**src/rtl/ir_cmd_decoder.sv**
```systemverilog
// NEC frame validator and drive-command holder with repeat-extended timeout.
// Define IR_ADDR_FILTER_EN to reject frames whose address differs from DEV_ADDR.
module ir_cmd_decoder #(
  parameter int          CLK_HZ   = 50_000_000,
  parameter int          HOLD_MS  = 120,
  parameter logic [7:0]  DEV_ADDR = 8'h00
) (
  input  logic        clk,
  input  logic        rst_n,
  input  logic        ir_ready,
  input  logic [31:0] ir_data,
  output logic [7:0]  cmd_onehot,
  output logic [2:0]  cmd_code,
  output logic        cmd_active,
  output logic        cmd_new,
  output logic        timeout,
  output logic [7:0]  err_count
);
  localparam int HOLD_CYCLES = (CLK_HZ / 1000) * HOLD_MS;
  localparam int TW = $clog2(HOLD_CYCLES + 1);
  localparam logic [TW-1:0] RELOAD = TW'(HOLD_CYCLES - 1);

  typedef enum logic {IDLE, ACTIVE} state_t;

  state_t      state_q, state_d;
  logic [TW-1:0] timer_q, timer_d;
  logic        rdy_q;
  logic        frm_q;
  logic [31:0] data_q;

  logic [7:0]  oh_d;
  logic [2:0]  code_d;
  logic        act_d, new_d, to_d;
  logic [7:0]  err_d;

  logic        cmpl_ok, valid, mapped, accept;
  logic        do_map, do_stop, do_exp, do_tick;
  logic [7:0]  map_oh;
  logic [2:0]  map_code;

  assign cmpl_ok = (data_q[31:24] == ~data_q[23:16]) &&
                   (data_q[15:8]  == ~data_q[7:0]);

`ifdef IR_ADDR_FILTER_EN
  assign valid = cmpl_ok && (data_q[7:0] == DEV_ADDR);
`else
  assign valid = cmpl_ok;
  logic unused_dev_addr;
  assign unused_dev_addr = ^DEV_ADDR;
`endif

  always_comb begin
    map_oh   = 8'h00;
    map_code = 3'd0;
    mapped   = 1'b1;
    case (data_q[23:16])
      8'h02: begin map_oh = 8'h02; map_code = 3'd1; end
      8'h04: begin map_oh = 8'h08; map_code = 3'd3; end
      8'h05: begin map_oh = 8'h10; map_code = 3'd4; end
      8'h06: begin map_oh = 8'h20; map_code = 3'd5; end
      8'h08: begin map_oh = 8'h80; map_code = 3'd7; end
      default: mapped = 1'b0;
    endcase
  end

  // An accepted frame always wins over a coincident expiry.
  assign accept  = frm_q && valid;
  assign do_map  = accept && mapped;
  assign do_stop = accept && !mapped;
  assign do_exp  = !accept && (state_q == ACTIVE) && (timer_q == '0);
  assign do_tick = !accept && (state_q == ACTIVE) && (timer_q != '0);

  always_comb begin
    state_d = state_q;
    timer_d = timer_q;
    oh_d    = cmd_onehot;
    code_d  = cmd_code;
    act_d   = cmd_active;
    new_d   = 1'b0;
    to_d    = 1'b0;
    err_d   = err_count;
    if (frm_q && !valid && err_count != 8'hFF)
      err_d = err_count + 8'd1;
    unique case (1'b1)
      do_map: begin
        state_d = ACTIVE;
        timer_d = RELOAD;
        oh_d    = map_oh;
        code_d  = map_code;
        act_d   = 1'b1;
        new_d   = (map_oh != cmd_onehot);
      end
      do_stop: begin
        state_d = IDLE;
        timer_d = '0;
        oh_d    = 8'h00;
        code_d  = 3'd0;
        act_d   = 1'b0;
      end
      do_exp: begin
        state_d = IDLE;
        oh_d    = 8'h00;
        code_d  = 3'd0;
        act_d   = 1'b0;
        to_d    = 1'b1;
      end
      do_tick: timer_d = timer_q - TW'(1);
      default: ;
    endcase
  end

  always_ff @(posedge clk) begin
    if (!rst_n) begin
      rdy_q      <= 1'b1;
      frm_q      <= 1'b0;
      data_q     <= '0;
      state_q    <= IDLE;
      timer_q    <= '0;
      cmd_onehot <= 8'h00;
      cmd_code   <= 3'd0;
      cmd_active <= 1'b0;
      cmd_new    <= 1'b0;
      timeout    <= 1'b0;
      err_count  <= 8'h00;
    end else begin
      rdy_q      <= ir_ready;
      frm_q      <= ir_ready && !rdy_q;
      if (ir_ready && !rdy_q)
        data_q   <= ir_data;
      state_q    <= state_d;
      timer_q    <= timer_d;
      cmd_onehot <= oh_d;
      cmd_code   <= code_d;
      cmd_active <= act_d;
      cmd_new    <= new_d;
      timeout    <= to_d;
      err_count  <= err_d;
    end
  end
endmodule

```
**config.mk**
```make
export PLATFORM = sky130hd
export DESIGN_NAME = ir_cmd_decoder
export DESIGN_NICKNAME = d
export VERILOG_FILES = /design/src/rtl/ir_cmd_decoder.sv
export SDC_FILE = /design/constraint.sdc
export NUM_CORES = 1
export LEC_CHECK = 0
export BUFFER_PORTS_ARGS = -buffer_cell sky130_fd_sc_hd__buf_4
export CORE_MARGIN = 4
export CORE_UTILIZATION = 45
export CTS_CLUSTER_SIZE = 20
export DETAILED_ROUTE_END_ITERATION = 10
export GPL_ROUTABILITY_DRIVEN = 0
export PLACE_DENSITY_LB_ADDON = 0.3
export SYNTH_ARGS = -nofsm -noshare
export SYNTH_HDL_FRONTEND = slang
export SYNTH_SLANG_ARGS = --single-unit
```
**constraint.sdc**
```tcl
create_clock -name clk -period 2.2 [get_ports clk]
set_input_delay 0.44 -clock clk [delete_from_list [all_inputs] [get_ports clk]]
set_output_delay 0.44 -clock clk [all_outputs]
set_load 0.05 [all_outputs]
```
# Word-level counts from Yosys, hierarchy flattened
# Index checks and enable logic that the tools add are counted.
# Widths: inputs -> output; s select.
[word_totals]
output_inout_bits = 22
in_bits = 35
wordCells = 52
regBits = 79
[classes]
n_eq_ne = 9
n_mux = 8
n_bitwise = 2
addsub = 2
n_reduce_logical = 21
[ops]
columns = ["op", "count"]
rows = [
  ["$pmux 23 s3", 1],
  ["$pmux 8 s5", 1],
  ["$eq 8x3->1 const B", 3],
  ["$logic_not 23->1", 1],
  ["$reduce_bool 23->1", 1],
  ["$sub 23x1->23 const B", 1],
  ["$eq 8x8->1", 2],
  ["$not 8->8", 2],
  ["$pmux 8 s2", 1],
  ["$pmux 3 s5", 1],
  ["$logic_and 1x1->1", 10],
  ["$add 8x1->8 const B", 1],
  ["$eq 8x2->1 const B", 1],
  ["$eq 8x4->1 const B", 1],
  ["$ne 8x8->1", 1],
  ["$ne 8x8->1 const B", 1],
  ["$pmux 3 s2", 1],
  ["$reduce_or 5->1", 1],
  ["$logic_not 1->1", 4],
  ["$reduce_bool 3->1", 1],
  ["$mux 1", 2],
  ["$pmux 1 s2", 1],
  ["$reduce_and 2->1", 1],
  ["$reduce_bool 2->1", 1],
  ["$reduce_or 2->1", 1],
]

# Depth between registers and ports, before layout
# Gate-level depths: netlist (run 1).
[logic_depth]
depth_word = 9
mapped_depth = 8
mapped_depth_nobuf = 8

# Worst setup path after synthesis (run 1)
# No wires, ideal clock.
[synth_timing]
path_kind = "reg-to-reg"
start = "register state_q"
end = "register timer_q[12]"
setup_time_ns = 0.116
path_stages_with_launch = 7
synth_period_minus_slack_ns = 2.009
slack_ns = 0.191
required_time_ns = 2.084
arrival_ns = 1.892
n_path_buf = 0
cell_sequence = "dfxtp_1 nand2_1 nor3_1 o21ai_2 or4_1 a21oi_1 nor2_1"
[synth_between]
elab_chain_cells = 3
elab_cells_between_ends = 4
classes_between = "mux: 1; reduce/logical: 3"
[synth_lines]
columns = ["item", "line", "rtl"]
rows = [
  ["start, declared", "25", "state_t state_q, state_d;"],
  ["start signal, assigned", "130", "state_q <= state_d;"],
  ["$logic_and 1x1->1 (*) (2 in a row)", "71", "assign do_tick = !accept && (state_q == ACTIVE) && (timer_q != '0);"],
  ["$pmux 23 s3 / $reduce_bool 3->1 (equally long branches)", "--", ""],
  ["end signal, assigned", "131", "timer_q <= timer_d;"],
  ["end, declared", "26", "logic [TW-1:0] timer_q, timer_d;"],
]
# Mark *: on every way between the ends. The rest lies on a longest branch, timed or not.
# A chain may end at the register's enable or synchronous reset.

# Final worst setup path (run 1)
[layout_timing]
start = "register timer_q[13]"
end = "register timer_q[22]"
[layout_between]
elab_chain_cells = 3
elab_cells_between_ends = 5
classes_between = "add/sub: 1; mux: 1; reduce/logical: 3"
[layout_lines]
columns = ["item"]
rows = [
  ["parallel branches: the longest is 3 deep, another holds $sub 23x1->23"],
]
# Several ways; the timed one is not identified.

==> impl_metrics.json, run 1 <==
{
  "startpoint_type": "flip-flop",
  "yosysTopAreaCell": "dfxtp_1",
  "worstReg2RegStart": "timer_q[13]",
  "path_class": "flip-flop to flip-flop",
  "grt_max_degree": 42,
  "layout_common_cells": "75 x nand2_1, 75 x dfxtp_1, 68 x buf_4",
  "grt.overflow.total": 0,
  "grt_pass1_vias": 2693,
  "num-nets-final": 510,
  "drt_iter0_drc": 152,
  "slew_headroom": 0.597,
  "crit_path_max_fanout": 9,
  "hold_start": "ir_ready",
  "h-tree-depth": 3,
  "p_sw_mw": 0.674,
  "cap_viol_max_count": 0,
  "ios": 57,
  "worst_pin_slew_ns": 0.605,
  "skew_ns": 0.0135,
  "drv_slew": 0,
  "viasPerCell": 5.19,
  "drive_above_1_share": 0.218,
  "fin_tns_setup_ns": 0,
  "finalSetupViolCount": 0,
  "wl_per_cell_um": 13.2,
  "die_area_sq_um": 9110,
  "clk_pin_slew_ns": 0.09,
  "core_sq_um": 7330,
  "whs_path_depth": 2,
  "num_rows": 31,
  "wl_um": 7600,
  "ys_warn_count": 0,
  "end_kind": "flip-flop",
  "port_buffers": 53,
  "ys_ff_latch": 76,
  "critPathRequiredTime_ns": 2.49,
  "die_h_um": 95.4,
  "worst_ep_arrival_time_ns": 2.36,
  "p_int_mw": 1.90,
  "ant_nets": 0,
  "cts.sinks": 76,
  "die_x_um": 95.4,
  "crit_start": "timer_q[13]",
  "period_share": 0.940,
  "leakage_nw": 1.72,
  "grt_use_total": 0.171,
  "antenna_cells": 0,
  "rsz0062_at_grt": "false",
  "run_status": "completed",
  "synthesis.area_sq_um": 3440,
  "dp.cells": 560,
  "area_delta_synth_final_pct": 22.8,
  "stdcell_count": 576,
  "grt_pass1_wl_um": 12300,
  "clockRootBuffer": "clkbuf_8",
  "yosysTopAreaCellShare": 0.442,
  "hold_buffers": 0,
  "drtPass1Iterations": 4,
  "cts_tree": "yes",
  "p_comb_frac": 0.070,
  "ff2ff_path_depth": 5,
  "syn_avg_cell_area_sq_um": 8.31,
  "n_fill_cell": 693,
  "seqPwrFrac": 0.550,
  "power_density_nw_per_um2": 609,
  "drc": 0,
  "numCtsBuffers": 9,
  "irDropWorstVdd_uv": 347,
  "period_minus_slack_ns": 2.07,
  "min_path_type": "primary input to flip-flop",
  "clk_latency_ns": 0.35,
  "max_freq_mhz": 484,
  "synthCells": 414,
  "initial_core_util": 0.469,
  "dp_hpwl_um": 5430,
  "yosys-top-cells-area": "dfxtp_1 44%, nand2_1 8.2%, a21oi_1 6.1%",
  "clock_power_share": 0.380,
  "power_mw": 2.57,
  "dr_total_vias": 2987,
  "hold_viol_final": 0,
  "switching_share": 0.262,
  "clock_tree.buffer_depth": 2,
  "ys_types": 46,
  "yosysSeqAreaShare": 0.442,
  "antenna_found_initial": 0
}
==> synth_stat cells, drive strengths merged <==
cell	n
o21a	1
o211ai	1
inv	5
o21ai	24
and4	1
nor3b	3
nor3	15
nand2	76
nor4b	1
o31ai	5
clkinv	1
clkbuf	15
xnor2	24
buf	9
nand4	10
nor4	10
xor2	20
a21oi	42
mux2	1
o311a	1
nand3	14
nand2b	7
conb	1
or3	4
ha	3
a21o	2
a31oi	1
nor2b	2
dfxtp	76
or2	1
and3	3
mux2i	2
nor2	30
or4	3
==> worst paths after layout <==
path                               endpoint  slack, ns
worst max-delay path            timer_q[22]       0.13
worst min-delay path                  rdy_q       0.30
worst max register to register  timer_q[22]       0.13
worst min register to register    data_q[5]       0.47
==> through the flow <==
stage	hold WS [ns]	worst slack, ns	cell area (sq um)	util
finish	0.302	0.133	4230	0.577
global route	0.306	0.0110	4230	0.577
CTS	0.288	0.0658	4180	0.570
detailed placement	0.460	0.0791	4000	0.545
global placement	0.454	0.201	4000	0.545
floorplan	0.448	0.191	3450	-
==> metal layers <==
| layer | global-route usage | vias to the layer above | share of wire |
|---|---|---|---|
| met1 | 0.234 | 1389 | 0.46 |
| met4 | 0.0664 | 0 | 0.015 |
| met2 | 0.262 | 58 | 0.49 |
| met5 | 0 | - | 0 |
| li1 | - | 1528 | - |
| met3 | 0.0387 | 12 | 0.039 |
==> critical path, cell delays in order (launching register included) <==
cell and delay [ns]:
dfxtp_1 0.35, nor3_1 0.51, nand4_4 0.32, or3_2 0.53
xor2_1 0.15, a21oi_1 0.14
==> sequential cells by signal, summed over array words and instances, names as in the netlist <==
name	count
data_q	32
cmd_new	1
err_count	8
cmd_code	3
cmd_onehot	5
frm_q	1
rdy_q	1
timer_q	23
timeout	1
state_q	1
==> logic make-up (layout without fill, tap and decap cells) <==
| group | Yosys count | in the layout | synth area share |
|---|---|---|---|
| adder cells (fa/ha/maj) | 3 | 3 | 0.0109 |
| multiplexers | 3 | 3 | 0.00909 |
| AND/OR/NAND/NOR | 180 | 180 | 0.263 |
| AO/OA/AOI/OAI | 77 | 77 | 0.123 |
| XOR/XNOR | 44 | 44 | 0.112 |
| flip-flops | 76 | 76 | 0.442 |
| other | 1 | 3 | 0.00109 |
| buffers and inverters | 30 | 91 | 0.0385 |
==> power groups by stage <==
stage          combinational, mW  clock, mW  sequential (mW)
2_1_floorplan              0.109          0             1.44
3_3_place_gp               0.177          0             1.45
3_5_place_dp               0.180          0             1.45
4_1_cts                    0.181       1.01             1.42
5_1_grt                    0.201       1.06             1.42
6_report                   0.180      0.978             1.42
==> repair_timing <==
action                     4_1_cts  5_1_grt
setup endpoints to repair        0       16
buffers inserted                 0        0
resized for setup                0        8
==> area by class of cell <==
| cell class | count | area, sq um | share of cell area |
|---|---|---|---|
| clock buffer | 9 | 124 | 0.0293 |
| clock inverter | 7 | 58.8 | 0.0139 |
| inverter | 6 | 22.5 | 0.00533 |
| multi-input combinational | 310 | 1840 | 0.436 |
| sequential | 76 | 1520 | 0.360 |
| tap | 99 | 124 | 0.0293 |
| timing repair buffer | 69 | 531 | 0.126 |
No activity file was read; power rests on OpenSTA's default activity.
==> run 2: changes to the inputs <==
--- a/config.mk
+++ b/config.mk
@@ -11,7 +11,7 @@
 export CTS_CLUSTER_SIZE = 20
 export DETAILED_ROUTE_END_ITERATION = 10
 export GPL_ROUTABILITY_DRIVEN = 0
-export PLACE_DENSITY_LB_ADDON = 0.3
+export PLACE_DENSITY = 0.66
 export SYNTH_ARGS = -nofsm -noshare
 export SYNTH_HDL_FRONTEND = slang
 export SYNTH_SLANG_ARGS = --single-unit
==> constraint.sdc (replaced) <==
create_clock -name clk -period 2.2 [get_ports clk]
set_input_delay 0.44 -clock clk [delete_from_list [all_inputs] [get_ports clk]]
set_output_delay 0.44 -clock clk [all_outputs]
set_load 0.1 [all_outputs]
==> run 2 against run 1 <==
Against the previous run: sequential power is essentially flat; die area stayed put; hold slack better by 0.0083 ns; sequential share of layout area decreased by 0.33 points; critical path depth increased by 3; register-to-register slack worse by 0.08 ns; final area increased by 1.0%; core utilization up 0.58 points; critical endpoint is now timer_q[12]; highest routed layer unchanged.
==> impl_metrics.json, run 2 (synthesis results as in run 1) <==
{
  "run_status": "completed",
  "regMostFlops": "data_q",
  "wl_um": 7500,
  "grt_use_total": 0.173,
  "clockRootBuffer": "clkbuf_8",
  "largest_reg_flops": 32,
  "ios": 57,
  "pre_cts_slack_ns": 0.107,
  "worst_pin_slew_ns": 0.608,
  "whs_path_depth": 2,
  "reg.largest.list": "data_q (32), timer_q (23), err_count (8)",
  "max_freq_mhz": 466,
  "drc": 0,
  "end_kind": "flip-flop",
  "final_util": 0.582,
  "die_x_um": 95.4,
  "crit_path_max_fanout": 9,
  "layout_common_cells": "75 x nand2_1, 74 x dfxtp_1, 67 x buf_4",
  "place_area_sq_um": 3970,
  "grt_max_degree": 42,
  "ff2ff_path_depth": 8,
  "initial_core_util": 0.469,
  "drive_above_1_share": 0.217,
  "dr_total_vias": 2946,
  "drtPass1Iterations": 4,
  "cap_viol_max_count": 0,
  "clk_pin_slew_ns": 0.08,
  "antenna_found_initial": 0,
  "grt.overflow.total": 0,
  "worst_ep_arrival_time_ns": 2.39,
  "core_sq_um": 7330,
  "dp_hpwl_um": 5280,
  "ant_nets": 0,
  "hold_start": "ir_ready",
  "power_mw": 3.01,
  "drv_slew": 0,
  "startpoint_type": "flip-flop",
  "num_rows": 31,
  "min_to": "rdy_q",
  "final_cell_area_sq_um": 4270,
  "power_density_nw_per_um2": 704,
  "finalSetupViolCount": 0,
  "grt_pass1_vias": 2782,
  "dp.cells": 558,
  "drt_iter0_drc": 122,
  "cts_tree": "yes",
  "layout_commonest_cell": "nand2_1",
  "clock_tree.buffer_depth": 2,
  "period_share": 0.975,
  "numCtsBuffers": 9,
  "h-tree-depth": 3,
  "skew_ns": 0.0101,
  "stdcell_count": 574,
  "period_minus_slack_ns": 2.15,
  "worstReg2RegStart": "timer_q[0]",
  "clk_latency_ns": 0.35,
  "r2r-end": "timer_q[12]",
  "critPathRequiredTime_ns": 2.44,
  "slew_headroom": 0.594,
  "min_path_type": "primary input to flip-flop",
  "num-nets-final": 508,
  "irDropWorstVdd_uv": 458,
  "die_area_sq_um": 9110,
  "setup_slack_ns": 0.0548,
  "area_delta_synth_final_pct": 24.1,
  "leakage_nw": 1.74,
  "path_class": "flip-flop to flip-flop",
  "wl_per_cell_um": 13.1,
  "die_h_um": 95.4,
  "antenna_cells": 0,
  "grt_pass1_wl_um": 12500,
  "hold_viol_final": 0,
  "cts.sinks": 76,
  "viasPerCell": 5.13,
  "port_buffers": 53,
  "reg2reg_slack_ns": 0.05
}
-- run 2: stage by stage --
| step | hold WS, ns | setup TNS [ns] |
|---|---|---|
| final | 0.310 | 0 |
| after global routing | 0.299 | -0.113 |
| after CTS | 0.297 | 0 |
| after detailed placement | 0.458 | 0 |
| after global placement | 0.453 | 0 |
| after floorplan | 0.448 | 0 |
-- run 2: where the power goes --
part / leakage, nW / internal (mW) / switching (mW)
registers: 0.616 / 1.40 / 0.0189
logic: 0.990 / 0.0787 / 0.113
clock network: 0.134 / 0.876 / 0.523
total: 1.74 / 2.35 / 0.654
-- run 2: layout make-up --
| cell class | count | area [sq um] |
|---|---|---|
| fillers | 685 | 3060 |
| multi-input cells | 310 | 1830 |
| flip-flops and latches | 76 | 1520 |
| repair buffers | 67 | 503 |
| clock inverters | 7 | 146 |
| clock buffers | 9 | 124 |
| well taps | 99 | 124 |
| inverters | 6 | 22.5 |
-- run 2: worst max-delay path by stage --
| stage | start | to | slack, ns | cells after the start |
|---|---|---|---|---|
| floorplan | err_count[2] | err_count[5] | 0.06 | 6 |
| global placement | timer_q[0] | timer_q[22] | 0.18 | 8 |
| detailed placement | timer_q[0] | timer_q[22] | 0.11 | 8 |
| CTS | timer_q[0] | timer_q[22] | 0.09 | 8 |
| global route | timer_q[0] | timer_q[12] | -0.06 | 8 |
| finish | timer_q[0] | timer_q[12] | 0.05 | 8 |
-- run 2: critical path, cell delays in order (launching register included) --
cell     delay [ns]
dfxtp_1        0.33
inv_1          0.11
ha_1           0.15
nand2_1        0.06
nor3_1         0.46
o21ai_4        0.22
or4_1          0.51
a21oi_1        0.16
nor2_1         0.05
-- run 2: timing repair --
action / 4_1_cts / 5_1_grt
buffers inserted: 0 / 0
hold buffers: 0 / 0
setup endpoints to repair: 0 / 19
gates resized for setup: 0 / 6
-- run 2: routing by layer --
layer,track usage,share of wire
met2,0.280,0.48
met5,0,0
met1,0.218,0.46
met4,0.0616,0.012
met3,0.0529,0.046
